==> config.mk <==
export PLATFORM = sky130hd
export DESIGN_NAME = bitwise_logic_pipe
export DESIGN_NICKNAME = d
export VERILOG_FILES = /design/src/rtl/bitwise_logic_pipe.sv
export SDC_FILE = /design/constraint.sdc
export NUM_CORES = 1
export LEC_CHECK = 0
export CAP_MARGIN = 10
export CELL_PAD_IN_SITES_DETAIL_PLACEMENT = 2
export CELL_PAD_IN_SITES_GLOBAL_PLACEMENT = 2
export CORE_UTILIZATION = 25
export DETAILED_ROUTE_END_ITERATION = 8
export PLACE_DENSITY_LB_ADDON = 0.1
export SLEW_MARGIN = 20
export SYNTH_ARGS = -nofsm -noshare
export SYNTH_HDL_FRONTEND = slang
export SYNTH_SLANG_ARGS = --single-unit
==> constraint.sdc <==
create_clock -name clk -period 2.35 [get_ports clk]
set_clock_uncertainty 0.05 [all_clocks]
set_input_delay 0.47 -clock clk [delete_from_list [all_inputs] [get_ports clk]]
set_output_delay 0.47 -clock clk [all_outputs]
set_load 0.005 [all_outputs]
==> src/rtl/bitwise_logic_pipe.sv <==
// Two-stage bitwise logic unit with valid/ready flow control.
// Optional accumulator chaining replaces operand A with the last result.
module bitwise_logic_pipe #(
  parameter int WIDTH = 8
) (
  input  logic             clk,
  input  logic             reset,
  input  logic             inValid,
  output logic             inReady,
  input  logic [2:0]       inOp,
  input  logic             inAcc,
  input  logic [WIDTH-1:0] inA,
  input  logic [WIDTH-1:0] inB,
  output logic             outValid,
  input  logic             outReady,
  output logic [WIDTH-1:0] outY,
  output logic             outZero
);

  localparam logic [2:0] opAnd  = 3'b000;
  localparam logic [2:0] opOr   = 3'b001;
  localparam logic [2:0] opNot  = 3'b010;
  localparam logic [2:0] opNand = 3'b011;
  localparam logic [2:0] opNor  = 3'b100;
  localparam logic [2:0] opXor  = 3'b101;
  localparam logic [2:0] opXnor = 3'b110;
  localparam logic [2:0] opPass = 3'b111;

  typedef struct packed {
    logic [2:0]       op;
    logic             acc;
    logic [WIDTH-1:0] a;
    logic [WIDTH-1:0] b;
  } stageOne_t;

  stageOne_t        s1;
  logic             s1Valid;
  logic             s2Valid;
  logic [WIDTH-1:0] accReg;
  logic [WIDTH-1:0] effA;
  logic [WIDTH-1:0] res;
  logic             s1Adv;
  logic             s2Adv;

  assign outValid = s2Valid;
  assign s2Adv    = s1Valid && (!s2Valid || outReady);
  assign inReady  = !reset && (!s1Valid || s2Adv);
  assign s1Adv    = inValid && inReady;

  // accReg already holds the previous S2 result, so chains run bubble-free
  assign effA = s1.acc ? accReg : s1.a;

  always_comb begin
    res = '0;
    unique case (s1.op)
      opAnd:  res = effA & s1.b;
      opOr:   res = effA | s1.b;
      opNot:  res = ~effA;
      opNand: res = ~(effA & s1.b);
      opNor:  res = ~(effA | s1.b);
      opXor:  res = effA ^ s1.b;
      opXnor: res = ~(effA ^ s1.b);
      opPass: res = s1.b;
    endcase
  end

  always_ff @(posedge clk) begin
    if (reset) begin
      s1      <= '0;
      s1Valid <= 1'b0;
    end else if (s1Adv) begin
      s1.op   <= inOp;
      s1.acc  <= inAcc;
      s1.a    <= inA;
      s1.b    <= inB;
      s1Valid <= 1'b1;
    end else if (s2Adv) begin
      s1Valid <= 1'b0;
    end
  end

  always_ff @(posedge clk) begin
    if (reset) begin
      s2Valid <= 1'b0;
      outY    <= '0;
      outZero <= 1'b0;
      accReg  <= '0;
    end else if (s2Adv) begin
      s2Valid <= 1'b1;
      outY    <= res;
      outZero <= (res == '0);
      accReg  <= res;
    end else if (outReady) begin
      s2Valid <= 1'b0;
    end
  end

endmodule

==> impl_metrics.env <==
export IMPL_cp_max_fo=4
export IMPL_cts_buffer_depth=2
export IMPL_crit_chain="clkdlybuf4s50_1 > nor2b_1 > a21oi_2 > clkdlybuf4s50_1"
export IMPL_numCtsBuffers=5
export IMPL_finalPower_uw=1475
export IMPL_worst_r2r_setup_slack_ps=110
export IMPL_top_layer="met4"
export IMPL_yosysTopAreaCell="dfxtp_1"
export IMPL_grt_antenna_before_repair=0
export IMPL_routed_via_density=4.855
export IMPL_areaGrowthSynthToFinish_pct=33.05
export IMPL_port_buffers=34
export IMPL_synth_nets=292
export IMPL_worst_skew_pair_late_latency_ps=280
export IMPL_fin_crit_ps=2248
export IMPL_drt_initial_drc_count=44
export IMPL_fin_cells=400
export IMPL_max_freq_mhz=444.8
export IMPL_critPathCaptureType="primary output"
export IMPL_gr_total_overflow=0
export IMPL_crit_family="buffers and inverters"
export IMPL_wl_per_cell_um=15.74
export IMPL_syn_area_per_cell_um2=8.113
export IMPL_grt_total_usage_pct=15.87
export IMPL_netlist_area_um2=2044
export IMPL_finalSetupViolCount=0
export IMPL_ant_nets=0
export IMPL_dp_cells=392
export IMPL_io_pins=35
export IMPL_cpPeakStageDelay_ps=450
export IMPL_cts_hold_buf=0
export IMPL_slew_violations=0
export IMPL_ys_ff_latch=31
export IMPL_htreeDepth=2
export IMPL_routed_via_count=1942
export IMPL_worst_pin_slew_ps=501.2
export IMPL_ctsRootBufferMaster="clkbuf_8"
export IMPL_die_h_um=92.43
export IMPL_synth_edf_count=0
export IMPL_rows=32
export IMPL_yosysSeqAreaShare_pct=30.35
export IMPL_die_w_um=92.43
export IMPL_start_util_pct=26.19
export IMPL_critPathBufInv=2
export IMPL_worst_path_most_repeated_cell="clkdlybuf4s50_1"
export IMPL_yosys_top_cells_area="dfxtp_1, ha_1, nand2_1"
export IMPL_fin_nets=338
export IMPL_yosysMostFrequentCell="nand2_1"
export IMPL_crit_path_top_delay_cell="clkdlybuf4s50_1"
export IMPL_die_area_um2=8543
export IMPL_gp_congestion=0.7744
export IMPL_synth_common_cells="nand2_1, dfxtp_1, nor2_1"
export IMPL_n_antenna_cell=0
export IMPL_start_kind="primary input"
export IMPL_grt_pass1_vias=2054
export IMPL_wl_met2_um=3107
export IMPL_hp_class="flip-flop to flip-flop"
export IMPL_peakVddDrop_v=0.0002511
export IMPL_cts_clk_slew_worst_paths_ps=60
export IMPL_synth_top_area_share_pct=30.35
export IMPL_critPathArrivalTime_ps=1730
export IMPL_wl_met3_um=175
export IMPL_ys_flop_type="dfxtp_1"
export IMPL_fin_setup_tns_ps=0
export IMPL_yosys_cell_types_count=47
export IMPL_post_route_util_pct=34.84
export IMPL_ys_async_sr_fraction_pct=0
export IMPL_hold_viol_final=0
export IMPL_critical_path_required_ps=1830
export IMPL_post_route_period_util_pct=95.67
export IMPL_path_class="primary input to primary output"
export IMPL_rsz0062_at_grt="false"
export IMPL_ys_warn_count=0
export IMPL_core_area_um2=7807
export IMPL_max_cap_viol_count=0
export IMPL_wl_met1_um=2973
export IMPL_syn_inst=252
export IMPL_clock_sinks=31
export IMPL_grt_max_degree=33
export IMPL_fillCellCount=904
export IMPL_status="complete, no violations"
export IMPL_powerDensity_nw_per_um2=542.4
export IMPL_slew_limit_headroom_pct=66.54
export IMPL_drc=0
export IMPL_first_pass_iters=4
export IMPL_drive_gt1_share_pct=15.44
export IMPL_finalWirelength_um=6295
export IMPL_power_leakage_uw=0.001130
export IMPL_dpl_hpwl_um=4819
export IMPL_cts_tree="done"
export IMPL_grt_pass1_wl_um=10480
-- per-stage QoR --
step	setup WS [ps]	hold slack, ps	area [um^2]
floorplan	207.6	396.9	2044
global placement	71.28	417.7	2597
detailed placement	35.39	417.1	2597
CTS	9.430	432.9	2685
global route	5.911	455.2	2720
finish	101.7	424.7	2720
-- worst register-to-register path, cell delays in order (launching register included) --
cell	delay, ps
dfxtp_2	340
buf_12	130
mux2_4	320
ha_1	200
mux2_2	260
mux4_2	470
nor4_2	260
a31o_1	160
-- power by group --
| part | switching (uW) | internal (uW) | leakage (uW) |
|---|---|---|---|
| combinational | 209 | 228 | 0.000827 |
| sequential | 36.6 | 563 | 0.000256 |
| clock | 209 | 230 | 0.0000470 |
| total | 454 | 1020 | 0.00113 |
-- timing repair --
action,4_1_cts,5_1_grt
resized for setup,0,7
buffers inserted,0,1
setup endpoints to repair,0,3
-- routing by layer --
metal	vias up	global-route usage, %
met4	0	3.516
met2	25	27.90
met1	954	20.15
met3	2	2.627
met5	-	0
li1	961	-
-- sequential cells by signal (all words and copies together) (netlist names) --
name	count
outZero	1
accReg	8
s1	20
outValid	1
s1Valid	1
-- cells in the final DEF (no fill, tap or decap), drive strengths merged, types with 2 or more instances in the layout --
| cell type | instances |
|---|---|
| a211oi | 2 |
| a21oi | 7 |
| a31oi | 5 |
| and2 | 3 |
| buf | 23 |
| clkbuf | 6 |
| clkdlybuf4s50 | 34 |
| dfxtp | 31 |
| ha | 16 |
| inv | 19 |
| mux2 | 7 |
| mux2i | 13 |
| nand2 | 38 |
| nand2b | 3 |
| nand3 | 2 |
| nand3b | 11 |
| nor2 | 23 |
| nor2b | 6 |
| nor4 | 2 |
| o21ai | 11 |
| o221ai | 2 |
| o22ai | 2 |
| o31ai | 10 |
| or3 | 2 |
-- logic make-up after synthesis --
family | count (synthesis) | synth area share [%]
DFF | 31 | 30.36
adders and majority gates | 16 | 9.792
AOI/OAI and AO/OA | 53 | 17.93
and+or+nand+nor | 94 | 22.40
buffers and inverters | 37 | 8.017
muxes | 21 | 11.50
-- cell type report --
| class | count | area, um^2 | area share [%] |
|---|---|---|---|
| tap | 102 | 127.6 | 4.692 |
| timing repair buffer | 57 | 525.5 | 19.32 |
| inverter | 19 | 71.32 | 2.622 |
| clock buffer | 6 | 82.58 | 3.036 |
| multi-input combinational | 184 | 1286 | 47.29 |
| clock inverter | 1 | 5.005 | 0.1840 |
| sequential | 31 | 621.8 | 22.86 |
-- final timing paths --
path            start      end  cells past startpoint
max          outReady  inReady                      4
min            s1[10]   s1[10]                      2
max reg2reg    s1[16]  outZero                      7
min reg2reg    s1[10]   s1[10]                      2
No activity file was read; power rests on OpenSTA's default activity.
